## src/rtl/fb_scanout_pkg.sv

```systemverilog
// fb_scanout_pkg: frame geometry and state types shared by the framebuffer scanout and its helpers.
package fb_scanout_pkg;
  typedef enum logic {IDLE, SCAN} state_t;
  localparam int WORDS_LINE_LO = 4;
  localparam int WORDS_LINE_HI = 8;
  localparam int WORDS_LO      = 128;
  localparam int WORDS_HI      = 512;
  localparam int LAST_LO       = 127;
  localparam int LAST_HI       = 511;
  localparam int LINE_W_LO     = 64;
  localparam int LINE_W_HI     = 128;
  localparam int LINES_LO      = 32;
  localparam int LINES_HI      = 64;
  localparam int X_W           = 7;
  localparam int Y_W           = 6;
  function automatic int last_addr(input logic hires);
    return hires ? LAST_HI : LAST_LO;
  endfunction
endpackage

```

## src/rtl/fb_scanout_if.sv

```systemverilog
// fb_scanout_if: framebuffer read port plus pixel stream; master is the scanout side.
interface fb_scanout_if #(
  parameter int WORD_W = 16,
  parameter int ADDR_W = 9
);
  logic [ADDR_W-1:0] buf_addr;
  logic              buf_enable;
  logic              buf_grant;
  logic [WORD_W-1:0] buf_out;
  logic              pix_data;
  logic              pix_valid;
  logic              pix_ready;
  logic              pix_sof;
  logic              pix_sol;
  logic              pix_eol;
  modport master (
    output buf_addr, buf_enable, pix_data, pix_valid, pix_sof, pix_sol, pix_eol,
    input  buf_grant, buf_out, pix_ready
  );
  modport slave (
    input  buf_addr, buf_enable, pix_data, pix_valid, pix_sof, pix_sol, pix_eol,
    output buf_grant, buf_out, pix_ready
  );
endinterface

```

## src/rtl/fb_word_fifo.sv

```systemverilog
// fb_word_fifo: 2-entry word FIFO; the head word doubles as the pixel shifter source.
module fb_word_fifo #(
  parameter int W = 16
) (
  input  logic         clk,
  input  logic         rst_n,
  input  logic         push,
  input  logic         pop,
  input  logic [W-1:0] din,
  output logic [W-1:0] dout,
  output logic         full,
  output logic         empty,
  output logic [1:0]   count
);
  logic [W-1:0] mem_q [2];
  logic [W-1:0] mem_d [2];
  logic         wp_q, wp_d, rp_q, rp_d, do_push, do_pop;
  logic [1:0]   cnt_q, cnt_d;

  assign full    = cnt_q == 2'd2;
  assign empty   = cnt_q == 2'd0;
  assign count   = cnt_q;
  assign dout    = mem_q[rp_q];
  assign do_push = push & !full;
  assign do_pop  = pop & !empty;

  always_comb begin
    mem_d = mem_q;
    if (do_push) mem_d[wp_q] = din;
    wp_d  = wp_q ^ do_push;
    rp_d  = rp_q ^ do_pop;
    cnt_d = cnt_q + 2'(do_push) - 2'(do_pop);
  end

  always_ff @(posedge clk or negedge rst_n) begin
    if (!rst_n) begin
      mem_q <= '{default: '0};
      wp_q  <= 1'b0;
      rp_q  <= 1'b0;
      cnt_q <= 2'd0;
    end else begin
      mem_q <= mem_d;
      wp_q  <= wp_d;
      rp_q  <= rp_d;
      cnt_q <= cnt_d;
    end
  end
endmodule

```

## src/rtl/fb_scanout.sv

```systemverilog
// fb_scanout: fetches a 1bpp framebuffer word by word and streams it MSB-first as pixels,
// one frame per frame_start, with line/frame markers and valid/ready backpressure.
module fb_scanout
  import fb_scanout_pkg::*;
#(
  parameter int WORD_W = 16,
  parameter int ADDR_W = 9
) (
  input  logic         clk,
  input  logic         rst_n,
  input  logic         hires,
  input  logic         frame_start,
  output logic         busy,
  output logic         frame_done,
  fb_scanout_if.master bus
);
  localparam int BW = $clog2(WORD_W);
  localparam logic [BW-1:0] BIT_MAX = BW'(WORD_W - 1);

  state_t            state_q, state_d;
  logic              hires_q, hires_d, pend_q, done_q;
  logic [ADDR_W:0]   fetch_q, fetch_d, last_w;
  logic [BW-1:0]     bit_q, bit_d;
  logic [X_W-1:0]    x_q, x_d, x_max;
  logic [Y_W-1:0]    y_q, y_d, y_max;
  logic [WORD_W-1:0] head;
  logic [1:0]        count;
  logic              full, empty, scan, fetch, valid, xfer, pop, last_px;

  assign scan    = state_q == SCAN;
  assign last_w  = (ADDR_W + 1)'(last_addr(hires_q));
  assign x_max   = hires_q ? X_W'(LINE_W_HI - 1) : X_W'(LINE_W_LO - 1);
  assign y_max   = hires_q ? Y_W'(LINES_HI - 1) : Y_W'(LINES_LO - 1);
  // A read in flight already owns a FIFO slot, so its capture can never overflow.
  assign fetch   = scan & bus.buf_grant & (fetch_q <= last_w) & !full
                 & ((3'(count) + 3'(pend_q)) < 3'd2);
  assign valid   = scan & !empty;
  assign xfer    = valid & bus.pix_ready;
  assign pop     = xfer & (bit_q == '0);
  assign last_px = xfer & (x_q == x_max) & (y_q == y_max);

  assign bus.buf_enable = fetch;
  assign bus.buf_addr   = fetch_q[ADDR_W-1:0];
  assign bus.pix_valid  = valid;
  assign bus.pix_data   = valid & head[bit_q];
  assign bus.pix_sol    = valid & (x_q == '0);
  assign bus.pix_eol    = valid & (x_q == x_max);
  assign bus.pix_sof    = valid & (x_q == '0) & (y_q == '0);
  assign busy           = scan;
  assign frame_done     = done_q;

  fb_word_fifo #(.W(WORD_W)) u_fifo (
    .clk   (clk),
    .rst_n (rst_n),
    .push  (pend_q),
    .pop   (pop),
    .din   (bus.buf_out),
    .dout  (head),
    .full  (full),
    .empty (empty),
    .count (count)
  );

  always_comb begin
    state_d = state_q;
    hires_d = hires_q;
    fetch_d = fetch_q + (ADDR_W + 1)'(fetch);
    bit_d   = xfer ? ((bit_q == '0) ? BIT_MAX : bit_q - BW'(1)) : bit_q;
    x_d     = xfer ? ((x_q == x_max) ? '0 : x_q + X_W'(1)) : x_q;
    y_d     = (xfer & (x_q == x_max)) ? y_q + Y_W'(1) : y_q;
    if (!scan && frame_start) begin
      state_d = SCAN;
      hires_d = hires;
      fetch_d = '0;
      bit_d   = BIT_MAX;
      x_d     = '0;
      y_d     = '0;
    end
    if (last_px) state_d = IDLE;
  end

  always_ff @(posedge clk or negedge rst_n) begin
    if (!rst_n) begin
      state_q <= IDLE;
      hires_q <= 1'b0;
      fetch_q <= '0;
      pend_q  <= 1'b0;
      bit_q   <= BIT_MAX;
      x_q     <= '0;
      y_q     <= '0;
      done_q  <= 1'b0;
    end else begin
      state_q <= state_d;
      hires_q <= hires_d;
      fetch_q <= fetch_d;
      pend_q  <= fetch;
      bit_q   <= bit_d;
      x_q     <= x_d;
      y_q     <= y_d;
      done_q  <= last_px;
    end
  end
endmodule

```

## src/flat_wrapper.sv

```systemverilog
// flat-port wrapper written by rule: the top's interface ports become plain ports
module fb_scanout_flat import fb_scanout_pkg::*;
#(
  parameter int WORD_W = 16,
  parameter int ADDR_W = 9
)
  (clk, rst_n, hires, frame_start, busy, frame_done, bus_buf_addr, bus_buf_enable, bus_pix_data, bus_pix_valid, bus_pix_sof, bus_pix_sol, bus_pix_eol, bus_buf_grant, bus_buf_out, bus_pix_ready);
  fb_scanout_if #(.WORD_W(WORD_W), .ADDR_W(ADDR_W)) bus_i ();
  input  logic clk;
  input  logic rst_n;
  input  logic hires;
  input  logic frame_start;
  output logic busy;
  output logic frame_done;
  output wire logic [$bits(bus_i.buf_addr)-1:0] bus_buf_addr;
  output wire logic [$bits(bus_i.buf_enable)-1:0] bus_buf_enable;
  output wire logic [$bits(bus_i.pix_data)-1:0] bus_pix_data;
  output wire logic [$bits(bus_i.pix_valid)-1:0] bus_pix_valid;
  output wire logic [$bits(bus_i.pix_sof)-1:0] bus_pix_sof;
  output wire logic [$bits(bus_i.pix_sol)-1:0] bus_pix_sol;
  output wire logic [$bits(bus_i.pix_eol)-1:0] bus_pix_eol;
  input wire logic [$bits(bus_i.buf_grant)-1:0] bus_buf_grant;
  input wire logic [$bits(bus_i.buf_out)-1:0] bus_buf_out;
  input wire logic [$bits(bus_i.pix_ready)-1:0] bus_pix_ready;
  assign bus_buf_addr = bus_i.buf_addr;
  assign bus_buf_enable = bus_i.buf_enable;
  assign bus_pix_data = bus_i.pix_data;
  assign bus_pix_valid = bus_i.pix_valid;
  assign bus_pix_sof = bus_i.pix_sof;
  assign bus_pix_sol = bus_i.pix_sol;
  assign bus_pix_eol = bus_i.pix_eol;
  assign bus_i.buf_grant = bus_buf_grant;
  assign bus_i.buf_out = bus_buf_out;
  assign bus_i.pix_ready = bus_pix_ready;
  fb_scanout #(.WORD_W(WORD_W), .ADDR_W(ADDR_W)) u_core (.clk(clk), .rst_n(rst_n), .hires(hires), .frame_start(frame_start), .busy(busy), .frame_done(frame_done), .bus(bus_i));
endmodule
```

## config.mk

```make
export PLATFORM = sky130hd
export DESIGN_NAME = fb_scanout_flat
export DESIGN_NICKNAME = d
export VERILOG_FILES = /design/src/rtl/fb_scanout_pkg.sv /design/src/rtl/fb_scanout_if.sv /design/src/rtl/fb_word_fifo.sv /design/src/rtl/fb_scanout.sv /design/src/flat_wrapper.sv
export SDC_FILE = /design/constraint.sdc
export NUM_CORES = 1
export LEC_CHECK = 0
export CORE_UTILIZATION = 40
export DETAILED_ROUTE_END_ITERATION = 7
export GPL_TIMING_DRIVEN = 0
export HOLD_SLACK_MARGIN = 0.02
export PLACE_DENSITY = 0.6
export SLEW_MARGIN = 15
export SYNTH_ARGS = -nofsm -noshare
export SYNTH_HDL_FRONTEND = slang
export SYNTH_SLANG_ARGS = --single-unit
```

## constraint.sdc

```tcl
create_clock -name clk -period 5.4 [get_ports clk]
set_input_delay 0.54 -clock clk [delete_from_list [all_inputs] [get_ports clk]]
set_output_delay 0.54 -clock clk [all_outputs]
set_load 0.1 [all_outputs]
```

==> results.ini, run 1 <==
[pwr]
fin_total_pwr_mw = 2.33
p_switching_mw = 0.917
swShare_pct = 39.4
pwr-share-clk_pct = 20.2
combPwrFrac_pct = 42.8
leakage_nw = 1.87
power_density_nw_per_um2 = 558
seq_power_share_pct = 37.0
p_int_mw = 1.41
irDropWorstVdd_uv = 369

[clocking]
cts_resized = 0
path_clk_slew_ns = 0.07
numCtsBuffers = 9
worstSkewPairLatency_ns = 0.34
cts-root-buf = clkbuf_8
clk_path_buf_depth = 2
cts_tree = built
postCtsSetupBuffers = 0
cts_sinks = 67
htree_levels = 3
ctsHoldBuffers = 0

[detailed_routing]
firstDrtPassIters = 4
wirelength_um = 6390
wl_per_cell_um = 14.2
dr.first_iter.drc_count = 128
ant_nets = 0
drc = 0
vias_per_cell = 5.15
dr_total_vias = 2318

[floorplan]
dieHeight_um = 94.4
fp.dieW_um = 94.4
coreArea_um2 = 8220
ios = 39
die_area_um2 = 8910
rows = 33
start_util_pct = 41.5

[critical_path]
cp-end-kind = output port
cp.required_ns = 4.86
crit_path_end = bus_pix_data
rr_endpoint = u_core.fetch_q[9]
critPathMaxFanout = 10
crit_type = reg -> out
rrSetupSlack_ns = 3.03
r2r-start = u_core.hires_q
cp.arrival_ns = 3.10
crit_path_start = u_core.bit_q[1]
critPathLaunchType = flip-flop
reg2reg_depth = 10

[status]
status = finished clean

[sta]
slew_headroom_pct = 35.1
setup_viol = 0
setup_tns_ns = 0
fin_crit_sh_pct = 67.5
hold_viol = 0
rsz0062_at_grt = no
period_needed_ns = 3.64
fin_skew_ns = 0.0109
drv_slew = 0
fmax_mhz = 274
worst_pin_slew_ns = 0.971

[yosys]
ys_types = 50
ys_ff_latch = 67
synthesis.nets = 325
seq_area_frac_synth_pct = 49.3
synth_area_um2 = 3410
synth-warning-count = 0
avgSynthCellArea_um2 = 11.8
syn_inst = 290

[placement]
port_buffers = 38
dp_hpwl_um = 4620
placement.cell_area_um2 = 3950
gp_congestion = 0.724

[global_route]
track_usage_pct = 16.7
grt_pass1_wl_um = 11300
overflow = 0
antenna_found_initial = 0
grt_pass1_vias = 2342
grt_max_degree = 47

[run]
max_cap_violations = 0

[cells_and_area]
areaGrowthSynthToFinish_pct = 22.3
final_layout_size_suffix_gt1_share_pct = 23.5
postLayoutCellArea_um2 = 4180
diodes = 0
final_nets = 375
final_cell_mix = 63 x dfrtp_1, 37 x clkdlybuf4s50_1, 32 x mux2_2, 24 x nor2_1
mostFrequentLayoutCell = dfrtp_1

[min_path]
hp-class = in -> async

stage by stage:
| stage | hold WS, ns | util (%) | setup WS, ns | instances |
|---|---|---|---|---|
| final | 0.0857 | 50.8 | 1.76 | 450 |
| after detailed placement | 0.457 | 48.1 | 2.09 | 434 |
| after global routing | 0.0873 | 50.8 | 1.65 | 450 |
| after global placement | 0.483 | 47.8 | 1.44 | 433 |
| after floorplan | 0.244 | - | 0.737 | 290 |
| after CTS | 0.0834 | 50.8 | 1.72 | 450 |
per-layer routing:
layer	vias to the layer above	track usage (%)	part of all wire, %
li1	1120	-	-
met1	1156	22.9	49
met2	34	26.1	47
met3	8	3.06	2.6
met4	0	6.92	1.6
met5	-	0	0
state kept, by name, summed over array words and instances (netlist names):
signal	cells
u_core.busy	1
u_core.u_fifo.wp_q	1
u_core.y_q	6
u_core.hires_q	1
u_core.bit_q	4
u_core.fetch_q	10
u_core.u_fifo.count	2
u_core.x_q	7
u_core.u_fifo.mem_q	32
u_core.frame_done	1
u_core.pend_q	1
u_core.u_fifo.rp_q	1
logic make-up (layout without fill, tap and decap cells):
group	count (synthesis)	in the layout	synth area share (%)
and+or+nand+nor	84	84	13.5
DFF	67	67	49.3
muxes	43	43	16.3
buffers and inverters	35	90	5.50
AOI/OAI and AO/OA	31	31	6.27
xor gates and xnor gates	17	17	4.36
adders and majority gates	13	13	4.77
worst min path at each step:
stage                                         end  slack, ns  cells after the start
after global placement     u_core.u_fifo.mem_q[8]       0.48                      1
final                     u_core.u_fifo.mem_q[23]       0.09                      1
after CTS                 u_core.u_fifo.mem_q[23]       0.08                      1
after detailed placement  u_core.u_fifo.mem_q[23]       0.46                      1
after global routing      u_core.u_fifo.mem_q[23]       0.09                      1
after floorplan                       u_core.busy       0.24                      0
cells in the mapped netlist (all sizes together):
cell type,n,share of area [%]
dfrtp,63,46
mux2,33,11
nor2,24,2.6
inv,15,1.6
nand2,15,1.6
buf,14,3.1
ha,13,4.8
nand3,12,1.8
xor2,10,2.6
o21ai,9,1.3
a21oi,8,1.2
and3,7,1.3
xnor2,7,1.8
clkbuf,6,0.77
mux4,6,4.3
nand4,6,1.3
dfstp,4,3.1
mux2i,4,1.2
or3,4,0.73
and2,3,0.55
nand2b,3,0.55
nor4,3,0.92
and4,2,0.51
o211ai,2,0.44
a211oi,1,0.22
a31o,1,0.26
a31oi,1,0.18
a41oi,1,0.26
nor2b,1,0.18
nor3,1,0.15
nor4b,1,0.70
o211a,1,0.29
o21a,1,0.22
o221ai,1,0.26
o22ai,1,0.18
o311ai,1,0.48
o31a,1,0.26
o32ai,1,0.26
o41ai,1,0.48
or2b,1,0.26
or4b,1,0.29
power groups by stage:
stage | clock (mW) | combinational (mW) | sequential [mW]
floorplan | 0 | 0.810 | 0.824
global placement | 0 | 0.987 | 0.864
detailed placement | 0 | 1.01 | 0.870
CTS | 0.482 | 1.01 | 0.860
global route | 0.509 | 1.08 | 0.892
finish | 0.471 | 0.997 | 0.861
layout make-up:
| cell class | count | area, um^2 |
|---|---|---|
| Multi-Input combinational cell | 188 | 1540 |
| Inverter | 15 | 56.3 |
| Buffer | 20 | 131 |
| Clock inverter | 6 | 87.6 |
| Sequential cell | 67 | 1680 |
| Timing Repair Buffer | 39 | 405 |
| Fill cell | 761 | 4040 |
| Tap cell | 105 | 131 |
| Clock buffer | 10 | 138 |
worst max-delay path: stages (launching register included):
cell	delay, ns
dfstp_2	0.58
clkbuf_4	0.24
mux4_2	0.23
o22ai_1	0.08
o21a_1	0.18
nor4_2	0.29
clkdlybuf4s50_1	1.18
(Power assumes the default switching activity.)
==> inputs of run 2 (changes only) <==
- PLACE_DENSITY: 0.6 -> 0.62
- clock period: 5.4 -> 3.35 ns (I/O delays scaled with it)
==> results.ini, run 2 (synthesis results as in run 1) <==
[detailed_routing]
wirelength_um = 6450
dr_total_vias = 2306
drc = 0
vias_per_cell = 5.11
ant_nets = 0
dr.first_iter.drc_count = 72
wl_per_cell_um = 14.3
firstDrtPassIters = 4

[floorplan]
fp.dieW_um = 94.4
coreArea_um2 = 8220
rows = 33
ios = 39
die_area_um2 = 8910
start_util_pct = 41.5
dieHeight_um = 94.4

[cells_and_area]
largest_reg_flops = 32
fin_util_pct = 51.1
instances_no_fill = 451
mostFrequentLayoutCell = dfrtp_1
final_layout_size_suffix_gt1_share_pct = 24.3
largest-register = u_core.u_fifo.mem_q
fill_cells = 729
diodes = 0
final_nets = 376
areaGrowthSynthToFinish_pct = 22.9
final_cell_mix = 62 x dfrtp_1, 34 x clkdlybuf4s50_1, 32 x mux2_2, 24 x nor2_1
area.sequential_um2 = 1680
multiInputGateArea_um2 = 1570
largestRegisters = u_core.u_fifo.mem_q x32, u_core.fetch_q x10, u_core.x_q x7

[global_route]
overflow = 0
track_usage_pct = 16.0
grt_max_degree = 47
antenna_found_initial = 0
grtUsageMet2_pct = 24.5
busiest_layer = met2
gr-usage-met3_pct = 2.74
gr-usage-met1_pct = 22.3
grt_pass1_wl_um = 10900
grt_pass1_vias = 2272

[placement]
dp_cells = 434
port_buffers = 38
dp_hpwl_um = 4570
gp_congestion = 0.767

[pwr]
leakage_nw = 1.89
irDropWorstVdd_uv = 477
power_density_nw_per_um2 = 883

[run]
max_cap_violations = 0

[clocking]
cts_tree = built
clk_path_buf_depth = 2
htree_levels = 3
numCtsBuffers = 9
worstSkewPairLatency_ns = 0.34
cts-root-buf = clkbuf_8
postCtsSetupBuffers = 0
path_clk_slew_ns = 0.08
cts_sinks = 67

[critical_path]
cp.arrival_ns = 2.85
reg2reg_depth = 10
critPathLaunchType = flip-flop
cp-end-kind = output port
critPathMaxFanout = 10
crit_type = reg -> out
cp.required_ns = 3.01

[sta]
drv_slew = 0
fin_skew_ns = 0.00988
worst_pin_slew_ns = 0.962
fin_crit_sh_pct = 94.9
slew_headroom_pct = 35.6
hold_viol = 0
fmax_mhz = 314
rsz0062_at_grt = no
setup_viol = 0
period_needed_ns = 3.18

[min_path]
hp-class = in -> async

[status]
status = finished clean

[run 2: changes by cell type in the layout (fill, tap and decap cells not counted), sizes merged]
| cell | before | now |
|---|---|---|
| clkbuf | 16 | 17 |
| dlygate4sd3 | 0 | 1 |
| bufinv | 2 | 1 |
| clkinv | 3 | 2 |
| clkdlybuf4s50 | 37 | 34 |
| dlygate4sd2 | 0 | 2 |
| dlymetal6s2s | 0 | 1 |
| clkinvlp | 0 | 1 |
[run 2: critical path, stage by stage (launching register included)]
cell           delay, ns
dfstp_2             0.58
clkbuf_4            0.24
mux4_2              0.23
o22ai_1             0.08
o21a_1              0.19
nor4_2              0.29
dlygate4sd2_1       0.90
[run 2: repair_timing]
action                                  in CTS  in global routing
hold buffers                                 1                  0
endpoints found under the setup margin       2                  1
endpoints found under the hold margin       18                  0
gates resized for setup                      2                  1
[run 2: area by class of cell]
type / count / share of cell area (%)
inverters: 15 / 1.34
plain buffers: 20 / 3.13
repair buffers: 40 / 9.90
flip-flops and latches: 67 / 40.1
clock inverters: 5 / 1.43
well taps: 105 / 3.13
clock buffers: 11 / 3.61
multi-input cells: 188 / 37.3
[run 2: through the flow]
stage	TNS [ns]	power, mW	hold WS, ns	area (um^2)	setup slack, ns
6_report	0	3.71	0.418	4200	0.169
5_1_grt	0	3.93	0.460	4200	0.0329
2_1_floorplan	0	2.65	0.0394	3440	0.133
4_1_cts	0	3.75	0.421	4190	0.0694
3_5_place_dp	0	3.04	0.253	3970	0.226
3_3_place_gp	-20.50	3.00	0.481	3950	-0.571
[run 2: final timing paths]
kind | end | slack, ns | start
min | u_core.y_q[3] | 0.42 | rst_n
max | bus_pix_data | 0.17 | u_core.bit_q[1]
max reg2reg | u_core.fetch_q[9] | 1.10 | u_core.hires_q
min in group clk | u_core.u_fifo.mem_q[1] | 0.51 | u_core.u_fifo.mem_q[1]
max in group asynchronous | u_core.bit_q[3] | 2.33 | rst_n
min reg2reg | u_core.u_fifo.mem_q[1] | 0.51 | u_core.u_fifo.mem_q[1]
[run 2: report_power, final]
group	switching (mW)	total [mW]	internal (mW)
Sequential	0.249	1.40	1.15
Clock	0.321	0.708	0.387
Combinational	0.918	1.60	0.685
Total	1.49	3.71	2.22
[run 2: layer usage]
layer  up-vias  share of wire, %
met5         -                 0
met4         0               1.8
met3         8               2.1
met2        29                46
met1      1147                50
li1       1122                 -
==> inputs of run 3 (changes only) <==
- CTS_CLUSTER_DIAMETER: unset -> 30
==> results of run 3 <==
Final layout, timing and power as in run 2 (identical DEF).
